### config.mk
export PLATFORM = sky130hd
export DESIGN_NAME = dac_spi_driver_flat
export DESIGN_NICKNAME = d
export VERILOG_FILES = /design/src/rtl/dac_spi_driver_if.sv /design/src/rtl/dac_spi_driver.sv /design/src/flat_wrapper.sv
export SDC_FILE = /design/constraint.sdc
export NUM_CORES = 1
export LEC_CHECK = 0
export ABC_AREA = 1
export ABC_CLOCK_PERIOD_IN_PS = 1800
export CORE_ASPECT_RATIO = 1.5
export CORE_MARGIN = 8
export CORE_UTILIZATION = 57
export CTS_BUF_LIST = sky130_fd_sc_hd__clkbuf_4 sky130_fd_sc_hd__clkbuf_8
export DETAILED_ROUTE_END_ITERATION = 7
export HOLD_SLACK_MARGIN = 0.03
export PLACE_DENSITY_LB_ADDON = 0.15
export SLEW_MARGIN = 20
export SYNTH_ARGS = -nofsm -noshare
export SYNTH_HDL_FRONTEND = slang
export SYNTH_SLANG_ARGS = --single-unit
### constraint.sdc
create_clock -name i_sysclk -period 1.8 [get_ports i_sysclk]
set_input_delay 0.18 -clock i_sysclk [delete_from_list [all_inputs] [get_ports i_sysclk]]
set_output_delay 0.18 -clock i_sysclk [all_outputs]
set_load 0.005 [all_outputs]
### src/rtl/dac_spi_driver_if.sv
// rtl/dac_spi_driver_if.sv - sample-in / DAC-pin bundle for dac_spi_driver
//
// Purpose: groups the sample handshake and the DAC pin outputs of
// dac_spi_driver into one interface.
// Signals:
//   i_data_in  [9:0]  sample, offset binary
//   i_load            one-cycle strobe, i_data_in valid in that cycle
//   o_dac_cs_n        SPI chip select, active low
//   o_dac_sck         SPI clock, idles low
//   o_dac_sdi         SPI data, MSB first
//   o_dac_ld_n        DAC latch strobe, active low
//   o_busy            frame in progress
//   o_overrun         sticky, load seen while busy
// Modports: slave = the driver, master = the sample source / observer.
interface dac_spi_driver_if;
   logic [9:0] i_data_in;
   logic       i_load;
   logic       o_dac_cs_n;
   logic       o_dac_sck;
   logic       o_dac_sdi;
   logic       o_dac_ld_n;
   logic       o_busy;
   logic       o_overrun;

   modport slave (
      input  i_data_in, i_load,
      output o_dac_cs_n, o_dac_sck, o_dac_sdi, o_dac_ld_n, o_busy, o_overrun
   );

   modport master (
      output i_data_in, i_load,
      input  o_dac_cs_n, o_dac_sck, o_dac_sdi, o_dac_ld_n, o_busy, o_overrun
   );
endinterface

### src/rtl/dac_spi_driver.sv
// rtl/dac_spi_driver.sv - 16-bit SPI write frame plus latch pulse for an MCP4911-class DAC
//
// Purpose: on a load strobe, serialises {0, BUF, GA_n, SHDN_n, data[9:0], 00}
// MSB first in SPI mode 0,0, waits one divide period with cs_n high, then
// pulses ld_n low for one divide period.
// Ports:
//   i_sysclk  system clock, rising edge
//   i_reset   asynchronous, active-high reset
//   bus       dac_spi_driver_if.slave (sample in, DAC pins and status out)
// Parameters:
//   CLK_DIV     sysclk cycles per SCK half-period (>= 1)
//   BUF_BIT     frame BUF bit
//   GA_N_BIT    frame GA_n bit
//   SHDN_N_BIT  frame SHDN_n bit
module dac_spi_driver #(
   parameter int   CLK_DIV    = 25,
   parameter logic BUF_BIT    = 1'b0,
   parameter logic GA_N_BIT   = 1'b1,
   parameter logic SHDN_N_BIT = 1'b1
) (
   input logic              i_sysclk,
   input logic              i_reset,
   dac_spi_driver_if.slave  bus
);

   localparam int CW = (CLK_DIV > 1) ? $clog2(CLK_DIV) : 1;
   localparam logic [CW-1:0] DIV_TC = CW'(CLK_DIV - 1);

   typedef enum logic [1:0] {
      S_IDLE  = 2'd0,
      S_SHIFT = 2'd1,
      S_GAP   = 2'd2,
      S_LATCH = 2'd3
   } state_t;

   state_t        r_state;
   logic [CW-1:0] r_div_cnt;
   logic [3:0]    r_bit_cnt;
   logic [15:0]   r_shift;
   logic          r_cs_n;
   logic          r_sck;
   logic          r_sdi;
   logic          r_ld_n;
   logic          r_busy;
   logic          r_overrun;

   logic          w_div_tc;
   logic [15:0]   w_frame;

   assign w_div_tc = (r_div_cnt == DIV_TC);
   assign w_frame  = {1'b0, BUF_BIT, GA_N_BIT, SHDN_N_BIT, bus.i_data_in, 2'b00};

   always_ff @(posedge i_sysclk or posedge i_reset) begin
      if (i_reset) begin
         r_state   <= S_IDLE;
         r_div_cnt <= '0;
         r_bit_cnt <= '0;
         r_shift   <= '0;
         r_cs_n    <= 1'b1;
         r_sck     <= 1'b0;
         r_sdi     <= 1'b0;
         r_ld_n    <= 1'b1;
         r_busy    <= 1'b0;
         r_overrun <= 1'b0;
      end else begin
         // A load outside IDLE never disturbs the frame; it is only recorded.
         if (bus.i_load && (r_state != S_IDLE)) begin
            r_overrun <= 1'b1;
         end

         case (r_state)
            S_IDLE: begin
               if (bus.i_load) begin
                  r_shift   <= w_frame;
                  r_sdi     <= w_frame[15];
                  r_cs_n    <= 1'b0;
                  r_div_cnt <= '0;
                  r_bit_cnt <= '0;
                  r_busy    <= 1'b1;
                  r_state   <= S_SHIFT;
               end
            end

            S_SHIFT: begin
               if (w_div_tc) begin
                  r_div_cnt <= '0;
                  r_sck     <= ~r_sck;
                  // r_sck high here means this toggle is a falling edge:
                  // the DAC has already sampled the current bit.
                  if (r_sck) begin
                     if (r_bit_cnt == 4'd15) begin
                        r_cs_n  <= 1'b1;
                        r_sdi   <= 1'b0;
                        r_state <= S_GAP;
                     end else begin
                        r_shift   <= {r_shift[14:0], 1'b0};
                        r_sdi     <= r_shift[14];
                        r_bit_cnt <= r_bit_cnt + 4'd1;
                     end
                  end
               end else begin
                  r_div_cnt <= r_div_cnt + 1'b1;
               end
            end

            S_GAP: begin
               if (w_div_tc) begin
                  r_div_cnt <= '0;
                  r_ld_n    <= 1'b0;
                  r_state   <= S_LATCH;
               end else begin
                  r_div_cnt <= r_div_cnt + 1'b1;
               end
            end

            S_LATCH: begin
               if (w_div_tc) begin
                  r_div_cnt <= '0;
                  r_ld_n    <= 1'b1;
                  r_busy    <= 1'b0;
                  r_state   <= S_IDLE;
               end else begin
                  r_div_cnt <= r_div_cnt + 1'b1;
               end
            end

            default: begin
               r_state <= S_IDLE;
            end
         endcase
      end
   end

   assign bus.o_dac_cs_n = r_cs_n;
   assign bus.o_dac_sck  = r_sck;
   assign bus.o_dac_sdi  = r_sdi;
   assign bus.o_dac_ld_n = r_ld_n;
   assign bus.o_busy     = r_busy;
   assign bus.o_overrun  = r_overrun;

endmodule

### src/flat_wrapper.sv
// flat-port wrapper written by rule: the top's interface ports become plain ports
module dac_spi_driver_flat 
#(
   parameter int   CLK_DIV    = 25,
   parameter logic BUF_BIT    = 1'b0,
   parameter logic GA_N_BIT   = 1'b1,
   parameter logic SHDN_N_BIT = 1'b1
)
  (i_sysclk, i_reset, bus_i_data_in, bus_i_load, bus_o_dac_cs_n, bus_o_dac_sck, bus_o_dac_sdi, bus_o_dac_ld_n, bus_o_busy, bus_o_overrun);
  dac_spi_driver_if bus_i ();
  input logic i_sysclk;
  input logic i_reset;
  input wire logic [$bits(bus_i.i_data_in)-1:0] bus_i_data_in;
  input wire logic [$bits(bus_i.i_load)-1:0] bus_i_load;
  output wire logic [$bits(bus_i.o_dac_cs_n)-1:0] bus_o_dac_cs_n;
  output wire logic [$bits(bus_i.o_dac_sck)-1:0] bus_o_dac_sck;
  output wire logic [$bits(bus_i.o_dac_sdi)-1:0] bus_o_dac_sdi;
  output wire logic [$bits(bus_i.o_dac_ld_n)-1:0] bus_o_dac_ld_n;
  output wire logic [$bits(bus_i.o_busy)-1:0] bus_o_busy;
  output wire logic [$bits(bus_i.o_overrun)-1:0] bus_o_overrun;
  assign bus_i.i_data_in = bus_i_data_in;
  assign bus_i.i_load = bus_i_load;
  assign bus_o_dac_cs_n = bus_i.o_dac_cs_n;
  assign bus_o_dac_sck = bus_i.o_dac_sck;
  assign bus_o_dac_sdi = bus_i.o_dac_sdi;
  assign bus_o_dac_ld_n = bus_i.o_dac_ld_n;
  assign bus_o_busy = bus_i.o_busy;
  assign bus_o_overrun = bus_i.o_overrun;
  dac_spi_driver #(.CLK_DIV(CLK_DIV), .BUF_BIT(BUF_BIT), .GA_N_BIT(GA_N_BIT), .SHDN_N_BIT(SHDN_N_BIT)) u_core (.i_sysclk(i_sysclk), .i_reset(i_reset), .bus(bus_i));
endmodule
==> metrics <==
run status=finished clean; detailed placement HPWL=2440 um; final worst slack=136 ps; Via density=5.18; Final Wtd Congestion=0.739; number of iterations in the first detailed-routing pass=6; I/O pins=19; combined area of the multi-input logic cells=761 um2; clock tree root buffer cell=clkbuf_8; Avg WL per Cell=between 10 and 15 um; FMAX=601 MHz; leakage power total=0.945 nW; top-area cell type share of the netlist area=0.427; share of the core filled with cells in the final layout=0.694; fin. max-slew vios=0; final critical-path required period=around 1700 ps; count of unique library cells instantiated by Yosys=28; maximum capacitance violations=0; number of cells upsized or downsized after cts=0; critical path fanouts, max=30; Critical Path Start Type=flip-flop; Area growth syn-to-layout=19.5%; cell count after synthesis=176; drt drc=0; path type of the worst min-delay path=input port to async pin; pin count of the biggest net entering global routing=31; Yosys warning total=0; most area-consuming cells after synthesis=dfrtp_1 43%, nand2_1 11%, o21ai_2 6.9%; Chip Width=59.8 um; clk_skew=2.84 ps; internal cell power=1.92 mW; required time of the critical path=1970 ps; sequential share of power=0.338; setup repair after global routing missed its margin=no; Diodes inserted=0; drt initial violations=42; main flop type after synthesis=dfrtp_1; nature of the critical path endpoint=flip-flop; area of the mapped netlist=1640 um2; buffer count from post-CTS setup fixing=0; CTS Sinks=30; Comb power frac=0.488; CTS buffer count=5; Vias=approximately 1.2k; total wire length=about 3300 um; most frequent cells after synthesis=46 x nand2_1, 28 x dfrtp_1, 14 x inv_1; critical path arrival=1830 ps; DP Worst Slack=94.5 ps; dominant cell by count in the synthesized netlist=nand2_1; number of nets with antenna violations after routing=0; worst vdd ir=roughly 1.1 mV; count of endpoints failing hold in the final timing report=0; vias in the first global route=1297; startpoint-to-endpoint class of the critical path=flip-flop to flip-flop; async set-or-reset flop fraction in the synthesized netlist=1.00; filler cell count in the final layout=251; Clock Latency Late Sink=280 ps; total of flip-flops plus latches after synthesis=30; area of the die=about 4900 um2; count of flip-flops with a built-in enable after synthesis=0; Clk network pwr share=0.175; share of total power consumed by net switching=0.408; cts hold-fix bufs=0; power per cell area=1650 nW/um2; ratio of cells with drive above 1 in the final layout=0.219; cell row count=24; TritonCTS clock tree=yes; Worst Tran Pin Value=373 ps; GR Util All Layers=0.148; net load switching power=1.32 mW; GRT Residual Overflow=0; starting utilization of the core area=0.581; register cell area after layout=753 um2; clock slew at reported path FFs=60 ps; Max clock buf depth=2; number of H-tree branching levels=2; library cell with the largest summed area after synthesis=dfrtp_1; number of nets at the end of the flow=approximately 220; setup violation total in the final timing report=0; mean post-synth cell area=9.31 um2; Total Negative Setup Slacks=0 ps; antenna violations before repair=0; global-route wire length before repair=5350 um; sequential fraction of the synthesis area=0.460; Period Utilization, post-route=0.925; Slew Limit Headroom=0.751; Syn Nets=197; Port Buffer Count=18; Placeable Area=2820 um2; Die Ht=81.7 um
## flip-flops by register name, indices dropped and copies added, names as in the netlist
| signal | cells |
|---|---|
| u_core.r_state | 2 |
| u_core.r_bit_cnt | 4 |
| u_core.bus.o_dac_cs_n | 1 |
| u_core.bus.o_dac_sdi | 1 |
| u_core.bus.o_dac_ld_n | 1 |
| u_core.bus.o_overrun | 1 |
| u_core.r_div_cnt | 5 |
| u_core.bus.o_dac_sck | 1 |
| u_core.r_shift | 13 |
| u_core.bus.o_busy | 1 |
## power by group through the flow
stage / clock, mW / combinational [mW] / sequential (mW)
CTS: 0.592 / 1.60 / 1.10
global placement: 0 / 1.50 / 1.09
detailed placement: 0 / 1.57 / 1.10
global route: 0.616 / 1.75 / 1.12
floorplan: 0 / 1.30 / 1.06
finish: 0.566 / 1.58 / 1.09
## critical path, stage by stage (launching register included)
cell and delay, ps:
dfrtp_1 400, inv_1 130, ha_1 270, inv_4 80, nand2_1 80, nand2_2 60
nor2_4 120, nand3_4 80, buf_12 170, nand2_1 80, o21ai_2 60
## metal layers
metal | vias up | part of all wire | track usage
met2 | 26 | 0.56 | 0.270
li1 | 613 | - | -
met5 | - | 0 | 0
met3 | 10 | 0.049 | 0.0361
met1 | 593 | 0.36 | 0.135
met4 | 0 | 0.026 | 0.113
## per-stage QoR
stage	total power, mW	std cells	cell area (um2)	hold WS, ps
after floorplan	2.36	176	1640	269
after global placement	2.59	232	1860	464
after detailed placement	2.68	232	1860	467
after CTS	3.29	240	1960	275
after global routing	3.49	240	1960	318
final	3.24	240	1960	268
## worst paths after layout
path / end / cells past startpoint / from / slack (ps)
worst max-delay path: u_core.r_shift[3]$_DFFE_PP0P_ / 10 / u_core.r_state[1]$_DFFE_PP0P_ / 140
worst min-delay path: u_core.r_bit_cnt[0]$_DFFE_PP0P_ / 3 / i_reset / 270
worst max register to register: u_core.r_shift[3]$_DFFE_PP0P_ / 10 / u_core.r_state[1]$_DFFE_PP0P_ / 140
worst min register to register: u_core.bus.o_dac_sdi$_DFFE_PP0P_ / 2 / u_core.r_shift[14]$_DFFE_PP0P_ / 470
max in group asynchronous: u_core.bus.o_dac_cs_n$_DFFE_PP1P_ / 3 / i_reset / 1210
min in group i_sysclk: u_core.r_shift[2]$_DFFE_PP0P_ / 3 / bus_i_data_in[0] / 440
## cell type report
cell class / instances / share of cell area
Inverter: 18 / 0.0358
Multi-Input combinational cell: 122 / 0.388
Clock inverter: 1 / 0.00256
Sequential cell: 30 / 0.385
Tap cell: 39 / 0.0249
Clock buffer: 7 / 0.0460
Timing Repair Buffer: 23 / 0.118
## kinds of logic (layout without fill, tap and decap cells)
| kind of cell | Yosys count | after routing | synth area share |
|---|---|---|---|
| simple gates | 72 | 72 | 0.201 |
| compound gates | 30 | 30 | 0.130 |
| flops | 30 | 30 | 0.460 |
| buf+inv | 24 | 49 | 0.0779 |
| mux | 9 | 9 | 0.0550 |
| fa+ha+maj | 8 | 8 | 0.0611 |
| xor+xnor | 3 | 3 | 0.0160 |
## placed cells by master (no fill, tap or decap), drive strengths merged, types with 3 or more instances in the layout
master,Yosys,final
nand3,13,13
ha,8,8
mux2i,9,9
inv,18,18
o21bai,3,3
nand2,50,50
buf,6,5
clkbuf,0,7
nor2,7,7
clkdlybuf4s50,0,18
dfrtp,28,28
o21ai,23,23
(Power assumes the default switching activity.)
